<file path="config.mk">
export PLATFORM = sky130hd
export DESIGN_NAME = wb_stream_writer_circ
export DESIGN_NICKNAME = d
export VERILOG_FILES = /design/src/rtl/wb_stream_writer_circ.sv
export SDC_FILE = /design/constraint.sdc
export NUM_CORES = 1
export LEC_CHECK = 0
export CORE_ASPECT_RATIO = 1.75
export CORE_MARGIN = 3
export CORE_UTILIZATION = 45
export DETAILED_ROUTE_END_ITERATION = 16
export PLACE_DENSITY = 0.67
export SYNTH_ARGS = -nofsm -noshare
export SYNTH_HDL_FRONTEND = slang
export SYNTH_SLANG_ARGS = --single-unit
</file>
<file path="constraint.sdc">
create_clock -name clk -period 15.1 [get_ports clk]
set_input_delay 3.02 -clock clk [delete_from_list [all_inputs] [get_ports clk]]
set_output_delay 3.02 -clock clk [all_outputs]
set_load 0.1 [all_outputs]
</file>
<file path="src/rtl/wb_stream_writer_circ.sv">
// Wishbone burst-read DMA engine feeding a valid/ready stream through a word FIFO
// and a width down-converter; supports ring-buffer mode, stop, half/done irqs and bus-error abort.
//
// state   | meaning
// IDLE    | no transfer; waits for start
// WAIT    | transfer active; holds until the FIFO can take the whole next burst
// BURST   | Wishbone cycle in progress, one FIFO write per ack
module wb_stream_writer_circ #(
  parameter int WB_DW         = 32,
  parameter int WB_AW         = 32,
  parameter int STREAM_DW     = 8,
  parameter int FIFO_AW       = 4,
  parameter int MAX_BURST_LEN = 2**FIFO_AW
) (
  input  logic                   clk,
  input  logic                   rst,
  output logic [WB_AW-1:0]       wbm_adr_o,
  output logic [WB_DW/8-1:0]     wbm_sel_o,
  output logic                   wbm_we_o,
  output logic                   wbm_cyc_o,
  output logic                   wbm_stb_o,
  output logic [2:0]             wbm_cti_o,
  output logic [1:0]             wbm_bte_o,
  input  logic [WB_DW-1:0]       wbm_dat_i,
  input  logic                   wbm_ack_i,
  input  logic                   wbm_err_i,
  output logic [STREAM_DW-1:0]   stream_m_data_o,
  output logic                   stream_m_valid_o,
  input  logic                   stream_m_ready_i,
  input  logic                   start,
  input  logic                   stop,
  input  logic                   circular,
  input  logic [WB_AW-1:0]       start_adr,
  input  logic [WB_AW-1:0]       buf_size,
  input  logic [WB_AW-1:0]       burst_size,
  output logic                   busy,
  output logic                   irq_half,
  output logic                   irq_done,
  output logic                   err
);

  localparam int BPW = WB_DW / 8;
  localparam int NB  = WB_DW / STREAM_DW;
  localparam int SLW = (NB > 1) ? $clog2(NB) : 1;

  localparam logic [1:0] S_IDLE  = 2'd0;
  localparam logic [1:0] S_WAIT  = 2'd1;
  localparam logic [1:0] S_BURST = 2'd2;

  localparam logic [FIFO_AW:0]   DEPTH    = (FIFO_AW+1)'(2**FIFO_AW);
  localparam logic [WB_AW-1:0]   MAXB     = WB_AW'(MAX_BURST_LEN);
  localparam logic [WB_AW-1:0]   ADR_MASK = ~(WB_AW'(BPW - 1));
  localparam logic [WB_AW-1:0]   ONE      = WB_AW'(1);

  logic [1:0]           r_state;
  logic [WB_AW-1:0]     r_adr;
  logic [WB_AW-1:0]     r_start_adr;
  logic [WB_AW-1:0]     r_buf_size;
  logic [WB_AW-1:0]     r_burst_len;
  logic                 r_circular;
  logic [WB_AW-1:0]     r_remaining;
  logic [WB_AW-1:0]     r_words_done;
  logic [WB_AW-1:0]     r_beat_cnt;
  logic                 r_stop_pend;
  logic                 r_irq_half;
  logic                 r_irq_done;
  logic                 r_err;

  logic [WB_DW-1:0]     r_mem [2**FIFO_AW];
  logic [FIFO_AW:0]     r_wptr;
  logic [FIFO_AW:0]     r_rptr;

  logic [WB_DW-1:0]     r_cw;
  logic                 r_cvalid;
  logic [SLW-1:0]       r_slice;

  logic [FIFO_AW:0]     w_count;
  logic [FIFO_AW:0]     w_free;
  logic                 w_empty;
  logic [WB_AW-1:0]     w_blen;
  logic                 w_fifo_ok;
  logic                 w_push;
  logic                 w_pop;
  logic                 w_fire;
  logic                 w_last;
  logic                 w_stop_any;
  logic [WB_AW-1:0]     w_rem_next;
  logic [WB_AW-1:0]     w_wd_next;

  assign w_count    = r_wptr - r_rptr;
  assign w_free     = DEPTH - w_count;
  assign w_empty    = (w_count == '0);
  assign w_push     = (r_state == S_BURST) && wbm_ack_i && !wbm_err_i;
  assign w_stop_any = r_stop_pend || stop;
  assign w_rem_next = r_remaining - ONE;
  assign w_wd_next  = r_words_done + ONE;

  always_comb begin
    w_blen = r_burst_len;
    if (r_remaining < w_blen) w_blen = r_remaining;
    if (MAXB < w_blen)        w_blen = MAXB;
  end

  // Space for the whole burst is reserved up front, so the FIFO never overflows.
  assign w_fifo_ok = (WB_AW'(w_free) >= w_blen);

  always_ff @(posedge clk) begin
    if (rst) begin
      r_state      <= S_IDLE;
      r_adr        <= '0;
      r_start_adr  <= '0;
      r_buf_size   <= '0;
      r_burst_len  <= '0;
      r_circular   <= 1'b0;
      r_remaining  <= '0;
      r_words_done <= '0;
      r_beat_cnt   <= '0;
      r_stop_pend  <= 1'b0;
      r_irq_half   <= 1'b0;
      r_irq_done   <= 1'b0;
      r_err        <= 1'b0;
    end else begin
      r_irq_half <= 1'b0;
      r_irq_done <= 1'b0;
      case (r_state)
        S_IDLE: begin
          if (start) begin
            r_err       <= 1'b0;
            r_stop_pend <= 1'b0;
            if (buf_size != '0) begin
              r_start_adr  <= start_adr & ADR_MASK;
              r_adr        <= start_adr & ADR_MASK;
              r_buf_size   <= buf_size;
              r_remaining  <= buf_size;
              r_words_done <= '0;
              r_burst_len  <= (burst_size == '0) ? ONE : burst_size;
              r_circular   <= circular;
              r_state      <= S_WAIT;
            end else begin
              r_irq_done <= 1'b1;
            end
          end
        end
        S_WAIT: begin
          if (stop) begin
            r_irq_done <= 1'b1;
            r_state    <= S_IDLE;
          end else if (w_fifo_ok) begin
            r_beat_cnt <= w_blen;
            r_state    <= S_BURST;
          end
        end
        S_BURST: begin
          if (stop) r_stop_pend <= 1'b1;
          if (wbm_err_i) begin
            r_err      <= 1'b1;
            r_irq_done <= 1'b1;
            r_state    <= S_IDLE;
          end else if (wbm_ack_i) begin
            r_adr        <= r_adr + WB_AW'(BPW);
            r_remaining  <= w_rem_next;
            r_words_done <= w_wd_next;
            r_beat_cnt   <= r_beat_cnt - ONE;
            if (w_wd_next == (r_buf_size >> 1)) r_irq_half <= 1'b1;
            if (r_beat_cnt == ONE) begin
              if (w_rem_next == '0) begin
                r_irq_done <= 1'b1;
                if (r_circular && !w_stop_any) begin
                  r_adr        <= r_start_adr;
                  r_remaining  <= r_buf_size;
                  r_words_done <= '0;
                  r_state      <= S_WAIT;
                end else begin
                  r_state <= S_IDLE;
                end
              end else if (w_stop_any) begin
                r_irq_done <= 1'b1;
                r_state    <= S_IDLE;
              end else begin
                r_state <= S_WAIT;
              end
            end
          end
        end
        default: r_state <= S_IDLE;
      endcase
    end
  end

  always_ff @(posedge clk) begin
    if (w_push) r_mem[r_wptr[FIFO_AW-1:0]] <= wbm_dat_i;
  end

  always_ff @(posedge clk) begin
    if (rst) begin
      r_wptr <= '0;
      r_rptr <= '0;
    end else begin
      if (w_push) r_wptr <= r_wptr + 1'b1;
      if (w_pop)  r_rptr <= r_rptr + 1'b1;
    end
  end

  // Reload on the last slice's handshake so consecutive words stream without a bubble.
  assign w_fire = r_cvalid && stream_m_ready_i;
  assign w_last = (r_slice == SLW'(NB - 1));
  assign w_pop  = (!r_cvalid || (w_fire && w_last)) && !w_empty;

  always_ff @(posedge clk) begin
    if (rst) begin
      r_cw     <= '0;
      r_cvalid <= 1'b0;
      r_slice  <= '0;
    end else if (w_pop) begin
      r_cw     <= r_mem[r_rptr[FIFO_AW-1:0]];
      r_cvalid <= 1'b1;
      r_slice  <= '0;
    end else if (w_fire && w_last) begin
      r_cvalid <= 1'b0;
    end else if (w_fire) begin
      r_cw    <= r_cw >> STREAM_DW;
      r_slice <= r_slice + 1'b1;
    end
  end

  assign wbm_adr_o        = r_adr;
  assign wbm_sel_o        = '1;
  assign wbm_we_o         = 1'b0;
  assign wbm_cyc_o        = (r_state == S_BURST);
  assign wbm_stb_o        = wbm_cyc_o;
  assign wbm_cti_o        = !wbm_cyc_o ? 3'b000 : ((r_beat_cnt == ONE) ? 3'b111 : 3'b010);
  assign wbm_bte_o        = 2'b00;
  assign stream_m_data_o  = r_cw[STREAM_DW-1:0];
  assign stream_m_valid_o = r_cvalid;
  assign busy             = (r_state != S_IDLE);
  assign irq_half         = r_irq_half;
  assign irq_done         = r_irq_done;
  assign err              = r_err;

endmodule

</file>
# After elaboration in Yosys (flattened, before gate mapping)
# Memories as Yosys holds them, arrays and structs flattened. A register that Yosys moved wholly into a read port is not among the register bits.
# Index checks and enable logic that the tools add are counted.
[word_totals]
ram_bits = 512
mem_count = 1
ff_bits = 274
[mem_list]
columns = ["name", "depth", "word_bits", "read_ports", "rd_clocked_by_memory_dff", "wr", "line", "source"]
rows = [
  ["r_mem", 16, 32, 1, 1, 1, "69", "logic [WB_DW-1:0] r_mem [2**FIFO_AW];"],
]
[op_classes]
eq_ne = 17
mux = 69
add_sub_neg = 9
order_cmp = 3
bitwise_logic = 3
reduce_logical = 32
[op_table]
columns = ["operator", "n"]
rows = [
  ["32-bit two-way mux", 31],
  ["32-bit case mux with 2 select lines", 4],
  ["32-bit logical NOT", 2],
  ["32-bit by 1-bit subtractor with 32-bit output (second input constant)", 2],
  ["32-bit by 1-bit adder with 32-bit output (second input constant)", 1],
  ["32-bit by 3-bit adder with 32-bit output (second input constant)", 1],
  ["32-bit by 1-bit equality test with 1-bit output (second input constant)", 1],
  ["32-bit by 31-bit equality test with 1-bit output", 1],
  ["5-bit by 32-bit greater-or-equal comparator with 1-bit output", 1],
  ["32-bit less-than comparator", 1],
  ["5-bit by 32-bit less-than comparator with 1-bit output (first input constant)", 1],
  ["32-bit nonzero test", 1],
  ["1-bit two-way mux", 18],
  ["2-bit two-way mux", 8],
  ["5-bit AND reduction", 3],
  ["2-bit != test (second input constant)", 6],
  ["5-bit by 1-bit adder with 5-bit output (second input constant)", 2],
  ["2-bit nonzero test", 5],
  ["3-bit AND reduction", 3],
  ["4-bit two-way mux", 2],
  ["1-bit logical AND", 6],
  ["3-bit two-way mux", 2],
  ["2-bit by 1-bit != test with 1-bit output (second input constant)", 3],
  ["3-bit by 1-bit != test with 1-bit output (second input constant)", 2],
  ["17 further kinds", 26],
]

# Depth between registers and ports, before layout
# Gate-level depths: netlist (run 1).
[depth]
ltp_word = 9
ltp_mapped = 19
depth_no_buf = 18

# Worst setup path after synthesis (run 1)
# OpenSTA, ideal clock, no wires.
[synth_timing]
path_type = "input port to flip-flop"
startpoint = "input port wbm_ack_i"
endpoint = "memory r_mem[0][0], enable pin"
path_buffers = 2
t_arrival_ns = 6.344
stages = 6
setup_slack_ns = 8.295
setup_ns = 0.461
cell_sequence = "inv_1 nor3_1 clkbuf_1 clkbuf_1 nand2_1 nor3_1"
[synth_between]
elab_chain_len = 4
[synth_rtl]
columns = ["element", "line", "source"]
rows = [
  ["start: declaration", "25", "input logic wbm_ack_i,"],
  ["1-bit logical AND (2 in series)", "93", "assign w_push = (r_state == S_BURST) && wbm_ack_i && !wbm_err_i;"],
  ["1-bit two-way mux", "191", "if (w_push) r_mem[r_wptr[FIFO_AW-1:0]] <= wbm_dat_i;"],
  ["1-bit two-way mux (not written as such)", "191", ""],
  ["end: declaration", "69", ""],
]
# Every way passes these cells.

# Final worst setup path (run 1)
[layout_timing]
startpoint = "register r_beat_cnt[24]"
endpoint = "output port wbm_cti_o[2]"
[layout_between]
elab_chain_len = 3
[layout_rtl]
columns = ["element", "line", "source"]
rows = [
  ["start: declaration", "63", "logic [WB_AW-1:0] r_beat_cnt;"],
  ["start signal: assignment", "149", "r_beat_cnt <= w_blen;"],
  ["start signal: assignment", "163", "r_beat_cnt <= r_beat_cnt - ONE;"],
  ["32-bit by 1-bit equality test with 1-bit output", "231", "assign wbm_cti_o = !wbm_cyc_o ? 3'b000 : ((r_beat_cnt == ONE) ? 3'b111 : 3'b010);"],
  ["3-bit two-way mux (2 in series)", "231", ""],
  ["end: declaration", "22", "output logic [2:0] wbm_cti_o,"],
]
# Every way passes these cells.

==> results, run 1 <==
- After routing, the total negative slack on setup checks comes to 0 ps.
- The dominant register cell in the synthesized netlist is edfxtp_1.
- In this design, the stage delay of the slowest critical-path cell is ~1300 ps.
- By startpoint and endpoint, the worst setup path is classified as reg2out.
- The mean post-synth cell area is 12.5 um^2.
- The buffer depth of the longest clock path is 3.
- At the worst endpoint, the required time is roughly 12000 ps.
- The die area is about 82000 um^2.
- The number of different library cells used by synthesis comes to 80.
- The die is around 380 um tall.
- The number of clock buffers added by TritonCTS is between 70 and 80.
- For hold timing, the worst endpoint is r_start_adr[21]$_SDFFE_PP0P_.
- The clock transition at the registers of the reported paths is approximately 60 ps.
- The worst setup path is launched from a register.
- For this run, design rule violations remaining after detail routing come to 0.
- Synthesis produced between 2000 and 3000 cells.
- The pre-CTS setup slack is a little under 8000 ps.
- The fraction of registers with async set/reset is 0.
- After detailed routing, the number of vias per cell comes to around 6.
- Buffers added to address setup during post-CTS repair amount to 0.
- Once layout is complete, the cells apart from fillers number between 4000 and 5000.
- Counting flops and latches in the post-synthesis netlist gives about 790.
- The effective utilization at floorplan is 0.454.
- Leaving out fill and tap cells, the most frequent cell in the layout is edfxtp_1.
- The number of enable flip-flop cells after synthesis is roughly 510.
- The TritonCTS clock tree is done.
- The multi-input combinational cells in the finished layout cover a total of 13400 um^2.
- Along the worst path, the maximum fanout reaches 7.
- Between clock sinks in the finished design, the worst skew comes to 25.1 ps.
- The largest net degree at the start of global routing is slightly above 100.
- The sequential cells in the finished layout cover a total of roughly 21000 um^2.
- The number of violations reported at the end of detailed-routing iteration 0 is roughly 2000.
- In this run the most critical hold path is launched from r_start_adr[21]$_SDFFE_PP0P_.
- The cell sitting at the root of the clock tree is a clkbuf_16.
- CTS built an H-tree with a depth of 3.
- The most numerous cell type found on the critical path is or4_1.
- ~190 I/O pins were placed.
- The number of clock sinks is around 790.
- Setup repair after global routing left no endpoint under its margin.
- For this run, the register share of the synthesized area comes to 0.594.
- At the end of the flow the core is filled with cells to 0.524.
- Global routing finished with a remaining overflow of 0.
- At the later pin of the worst-skew pair, clock insertion delay measures approximately 630 ps.
- For this design, the CTS-stage hold fixing added 0 buffers.
- The terminus of the critical flop-to-flop path is wbm_adr_o[3]$_SDFFE_PP0P_.
- The worst-case setup margin in the final layout is approximately 7600 ps.
- The setup-violating endpoint count in the final report is 0.
- Yosys printed 0 warnings.
- At the end of routability-driven placement, the weighted congestion stood at 0.988.
- The worst setup path is captured at a primary output.
- The highest ir drop seen on vdd is roughly 0.17 mV.
- The library cell contributing the largest single delay on the critical path is clkdlybuf4s50_1.
- The cell row count is between 100 and 150.
- The first detailed-routing pass took 5 iterations.
- The number of global-route vias before repair came to between 20000 and 25000.
- From left edge to right edge, the die measures between 200 and 250 um.
- The relative area change from synthesis to final layout is 15.3%.
- The critical path arrival is roughly 4400 ps.
- The total half-perimeter wirelength after legalization and detailed placement is roughly 58000 um.
- The number of antenna-violating nets in the routed design is 0.
- The number of max-capacitance violations reported is 0.
- The filler cell count in the final layout is roughly 6500.
- The count of placed standard cells including taps is 3875.
- During placement, the flow inserted port buffers numbering roughly 180.
- In the layout the commonest cells are 512 x edfxtp_1, 322 x nand2_1, 272 x dfxtp_1.
- In the final design database the tool counted around 3100 nets.
- Detailed routing inserted a total of roughly 24000 vias.
- The run finished with clean final reports.
- The worst register-to-register path begins at r_remaining[0]$_SDFFE_PP0P_.
- The number of pins with negative max-slew slack in the final report is 0.
- The critical path goes through or4_4, or4_1, or4_1, nor2_1, clkdlybuf4s50_1.
- The total routing resource utilization after global routing is 0.229.
- The first-pass GRT wire length is 144000 um.
- Setup slack on the worst reg-to-reg path comes out at approximately 9500 ps.
- Counting cells, the worst reg-to-reg path comes to 10.
- The path category of the worst min-delay check is reg2reg.
- The transition time of the tightest slew-check pin is between 1000 and 1500 ps.
- The area of the core region is 77500 um^2.
- Summed over all cells, the static leakage comes to 13.2 nW.
- The final wirelength is 94600 um.
- The tightest hold margin is ~460 ps.
- The share of final-layout standard cells stronger than drive strength 1 is 0.124.
- The average wire length per cell after detail routing is 23.6 um.
- The worst hold path passes through 2 cells.
- The achievable frequency is approximately 130 MHz.
- The count of endpoints failing hold in the final timing report is 0.
- Of the available clock period, the critical path in the final layout requires 0.494.
- The number of antenna violations at the first check in global routing is 6.
- The post-layout minimum cycle time is 7460 ps.
- The mapped netlist covers roughly 35000 um^2.
- The worst-case headroom to the max-slew limit is 0.204.
- The power per standard cell area is approximately 160 nW/um^2.
- The number of gates given a new drive strength after cts is 0.
[cell families (layout without fill, tap and decap cells)]
family	Yosys count	count (layout)	synth area share
buf+inv	269	425	0.0321
fa+ha+maj	55	55	0.0198
simple gates	869	869	0.119
other cells	2	12	0.000213
mux	199	199	0.114
flops	788	788	0.594
xor+xnor	117	117	0.0295
compound gates	525	525	0.0926
[worst max path at each step]
stage	from	end	slack (ps)	cells past startpoint
2_1_floorplan	wbm_ack_i	r_mem[0][0]$_DFFE_PP_	8290	6
3_3_place_gp	buf_size[21]	r_words_done[18]$_SDFFE_PP0P_	8000	10
3_5_place_dp	buf_size[20]	r_words_done[17]$_SDFFE_PP0P_	7820	10
4_1_cts	r_beat_cnt[24]$_SDFFE_PP0P_	wbm_cti_o[2]	7660	5
5_1_grt	r_beat_cnt[24]$_SDFFE_PP0P_	wbm_cti_o[2]	7550	5
6_report	r_beat_cnt[24]$_SDFFE_PP0P_	wbm_cti_o[2]	7640	5
[power breakdown]
group	leakage, nW	internal (mW)	switching (mW)
clock network	1.29	1.20	0.826
registers	6.86	2.42	0.197
logic	5.09	0.683	1.08
total	13.2	4.31	2.10
[sequential cells by signal, summed over array words and instances (netlist names), 2 cells and up, named ones only]
register,cells
r_rptr,5
r_state,2
r_mem,512
r_buf_size,32
r_slice,2
wbm_adr_o,30
r_cw,32
r_words_done,32
r_beat_cnt,32
r_burst_len,32
r_wptr,5
r_start_adr,30
r_remaining,32
[routing by layer]
layer,up-vias,routed length [um],part of all wire,GRT usage
met5,-,42,0.00044,0
met4,6,4860,0.051,0.116
met3,241,6070,0.064,0.0444
met2,945,49200,0.52,0.406
met1,11900,34400,0.36,0.261
li1,10900,-,-,-
[final cells by class]
type                            instances  area share
Sequential cell                       788       0.515
Multi-Input combinational cell       1774       0.329
Timing Repair Buffer                  223      0.0525
Clock buffer                           99      0.0507
Tap cell                             1027      0.0317
Clock inverter                         40      0.0151
Inverter                               63     0.00586
Antenna cell                            3    0.000185
[through the flow]
stage          cell area (um^2)  power [mW]
2_1_floorplan             35200        3.92
3_3_place_gp              37900        4.38
3_5_place_dp              37900        4.42
4_1_cts                   40600        6.45
5_1_grt                   40600        6.68
6_report                  40600        6.41
[worst max-delay path: cells and delay by family (launching register included)]
kind	cells	cell delay [ps]
buf+inv	1	1260
simple gates	4	2190
flops	1	380
[Yosys cell counts (12+ instances only)]
| cell type | number | area, um^2 |
|---|---|---|
| edfxtp_1 | 512 | 15400 |
| nand2_1 | 322 | 1210 |
| dfxtp_1 | 276 | 5530 |
| a21oi_1 | 200 | 1000 |
| mux4_2 | 160 | 3600 |
| nor2_1 | 155 | 582 |
| clkbuf_1 | 142 | 533 |
| nand3_1 | 120 | 601 |
| o21ai_0 | 93 | 465 |
| xnor2_1 | 75 | 657 |
| inv_1 | 62 | 233 |
| a211oi_1 | 61 | 458 |
| nor3_1 | 58 | 290 |
| ha_1 | 54 | 676 |
| nor4_1 | 42 | 263 |
| xor2_1 | 41 | 359 |
| a31oi_1 | 39 | 244 |
| mux2i_1 | 35 | 350 |
| nand4_1 | 34 | 213 |
| buf_1 | 28 | 105 |
| or3_1 | 26 | 163 |
| buf_4 | 23 | 173 |
| a21o_1 | 22 | 165 |
| a311oi_1 | 21 | 184 |
| and3_1 | 20 | 125 |
| or4_1 | 15 | 113 |
| nand2b_1 | 12 | 75.1 |
No activity file was read; power rests on OpenSTA's default activity.
==> inputs of run 2 (changes only) <==
clock period = 7.2 ns   (was 15.1 ns; I/O delays follow)
==> results, run 2 (same netlist as run 1, synthesis figures left out) <==
- The flow ran to the end, and the final reports show no timing, DRC or antenna violations.
- The buffer depth of the longest clock path is 3 (unchanged).
- The layer flagged by global routing as most heavily used is met2.
- The power after layout came to 13.2 mW (+110%).
- The data required time at the worst endpoint is 5760 ps (-6320 ps).
- The layout net count is 3114 (-0.064%).
- After layout, the minimum clock period comes to roughly 6000 ps.
- The relative area change from synthesis to final layout is 14.9%.
- The global-route track usage on met2 came to 0.422 (+0.0152).
- The startpoint type of the worst setup path is a register.
- The final clock period utilization by the worst path is 0.822.
- The critical path arrival is 4480 ps (+40 ps).
- The cell row count came to 135 (unchanged).
- The height of the die is 376 um (unchanged).
- The clock latency on the worst-skew pair is 630 ps (about the same).
- The number of gates given a new drive strength after cts is 0 (unchanged).
- The highest ir drop seen on vdd was 0.321 mV (+90%).
- The worst clock skew is 19.4 ps (-5.71 ps).
- The setup-violating endpoint count in the final report was 0 (unchanged).
- The transition time of the tightest slew-check pin was 1260 ps (+73.5 ps).
- The critical path's most frequent cell is or4_1.
- The routed via count divided by cell count is 6.04 (+1.0%).
- The met1 track demand over resource is 0.268 (+0.00664).
- The placer's final routability congestion estimate is 0.946 (-4.2%).
- The delay of the slowest cell on the worst path is 1260 ps (about the same).
- The critical path goes through or4_4, or4_1, or4_1, nor2_1, clkdlybuf4s50_1.
- In this run the critical register-to-register path is captured at wbm_adr_o[3]$_SDFFE_PP0P_.
- The most critical setup path has its endpoint at wbm_cti_o[2].
- The library cell contributing the largest single delay on the critical path is clkdlybuf4s50_1.
- TritonCTS built the clock tree.
- The power share of the clock group came to 0.303 (-0.013).
- The critical path startpoint is r_beat_cnt[24]$_SDFFE_PP0P_.
- The worst setup path is captured at a primary output.
- The proportion of power drawn by combinational gates was 0.280 (+0.005).
- The post-CTS setup-driven buffer insertion count is 0 (unchanged).
- The post-layout utilization of the core is 0.522 (-0.00200).
- The area of the core region is 77500 um^2 (unchanged).
- The most common cell after layout, fill and taps aside is edfxtp_1.
- The power per standard cell area is 327 nW/um^2 (+110%).
- The final-layout setup total negative slack was 0 ps (unchanged).
- The number of max-capacitance violations reported is 0 (unchanged).
- The tightest hold margin came to 453 ps (-2.96 ps).
- The worst register-to-register path begins at r_remaining[0]$_SDFFE_PP0P_.
- The vias after detailed routing came to 24300 (+0.98%).
- The category of cells accounting for the largest share of critical-path delay is simple AND/OR/NAND/NOR gates.
- The maximum fanout count along the critical path was 7 (unchanged).
- The H-tree level count was 3 (unchanged).
- The critical path class is reg2out.
- The number of buffers inserted by hold repair at cts was 0 (unchanged).
- The worst-case headroom to the max-slew limit is 0.158 (-0.0461).
- The largest net degree at the start of global routing is 96 (-5.0%).
- The top-level I/O count is 193 (unchanged).
- The clock transition at the registers of the reported paths is 60 ps (about the same).
- The total routing resource utilization after global routing is 0.235 (+0.00596).
- The average wire length per cell after detail routing is 24.2 um (+2.7%).
- The first-pass GRT wire length was 147000 um (+2.5%).
- The library cells used most frequently in the layout, excluding fill and tap cells, are 512 x edfxtp_1, 322 x nand2_1, 272 x dfxtp_1.
- The total half-perimeter wirelength after legalization and detailed placement is 60700 um (+4.3%).
- The number of buffers created by CTS came to 74 (-1.3%).
- The number of pins with negative max-slew slack in the final report is 0 (unchanged).
- The port buffer count is 181 (unchanged).
- The number of violations reported at the end of detailed-routing iteration 0 came to 2048 (+3.8%).
- The die extent in x is 217 um (unchanged).
- The residual DRC count was 0 (unchanged).
- The count of buffering cells on the critical path with inverters included is 1 (unchanged).
- The residual overflow from global routing was 0 (unchanged).
- The sequential power share was 0.417 (+0.008).
- The switching power as a share of total power was 0.335 (+0.00670).
- Setup repair after global routing left no endpoint under its margin.
- The internal power consumption is 8.80 mW (+100%).
- The number of global-route vias before repair came to 24500 (+1.4%).
- The final wirelength is 97200 um (+2.7%).
- Static timing analysis puts the maximum clock frequency at roughly 170 MHz.
- The pre-CTS setup slack is 1650 ps (-6170 ps).
- The buffer cell driving the clock tree root is clkbuf_16.
- The share of final-layout standard cells stronger than drive strength 1 is 0.121 (-0.00222).
- The first-pass detailed-route iteration total was 6 (+1).
- The count of cells along the worst register-to-register path came to 10 (unchanged).
- The net switching component of the power is 4.43 mW (+110%).
- The worst-case register-to-register setup slack was 1940 ps (-7540 ps).
- The die area is 81800 um^2 (unchanged).
- The worst-case setup margin in the final layout is 1280 ps (-6360 ps).
- The count of endpoints failing hold in the final timing report was 0 (unchanged).
- The number of antenna violations at the first check in global routing is 4 (-2).
- The global routing met3 resource utilization is 0.0398 (-0.00460).
- The static leakage is 13.1 nW (-0.82%).
- The number of clock sinks is 788 (unchanged).
- The effective utilization at floorplan is 0.454 (unchanged).
- The logic depth of the worst setup path including buffers was 5 (unchanged).
- The number of antenna-violating nets in the routed design came to 0 (unchanged).
- The number of flip-flops under the largest register name is 512 (unchanged).
- The path category of the worst min-delay check is reg2reg.
-- run 2: cell types whose count changed in the layout (fill, tap and decap cells not counted), sizes merged --
cell,delta
inv,-2
clkbuf,+2
clkinvlp,+1
clkinv,+2
bufinv,-5
diode,+2
buf,-1
-- run 2: cell type report --
class,instances,area (um^2)
fill,6408,37100
sequential,788,20900
multi-input combinational,1774,13400
timing repair buffer,222,2140
clock buffer,101,2010
tap,1027,1280
clock inverter,36,480
inverter,63,238
antenna,5,12.5
-- run 2: worst min-delay path by stage --
stage	startpoint	end	slack, ps	cells after the start
global placement	r_beat_cnt[27]$_SDFFE_PP0P_	r_beat_cnt[27]$_SDFFE_PP0P_	440	1
global route	r_start_adr[21]$_SDFFE_PP0P_	r_start_adr[21]$_SDFFE_PP0P_	470	2
detailed placement	r_start_adr[21]$_SDFFE_PP0P_	r_start_adr[21]$_SDFFE_PP0P_	450	2
CTS	r_start_adr[21]$_SDFFE_PP0P_	r_start_adr[21]$_SDFFE_PP0P_	460	2
finish	r_start_adr[6]$_SDFFE_PP0P_	r_start_adr[6]$_SDFFE_PP0P_	450	2
floorplan	r_beat_cnt[27]$_SDFFE_PP0P_	r_beat_cnt[27]$_SDFFE_PP0P_	420	1
-- run 2: through the flow --
stage                     instances  area, um^2
after floorplan                2831       35200
after detailed placement       3874       37900
after global placement         3874       37900
after global routing           4011       40400
final                          4016       40400
after CTS                      4011       40400
-- run 2: per-layer routing --
metal | wire length (um) | up-vias
met2 | 50600 | 992
met1 | 35100 | 12100
met5 | 18 | -
li1 | - | 10900
met3 | 6260 | 240
met4 | 5130 | 2
-- run 2: power by group through the flow --
stage	Clock (mW)	Sequential (mW)	Combinational [mW]
after global routing	4.26	5.55	4.00
after floorplan	0	5.67	2.56
final	4.01	5.51	3.71
after CTS	4.10	5.50	3.72
after detailed placement	0	5.60	3.69
after global placement	0	5.58	3.64
-- run 2: worst register-to-register path, cell delays in order, from the launching register on --
cell     delay (ps)
dfxtp_1         380
inv_1           150
ha_1            470
nor3b_1         600
nand4_1         500
o21ai_0         560
and4b_1         260
or4b_1          640
or4_1          1080
nor3_1          350
o32ai_1         130
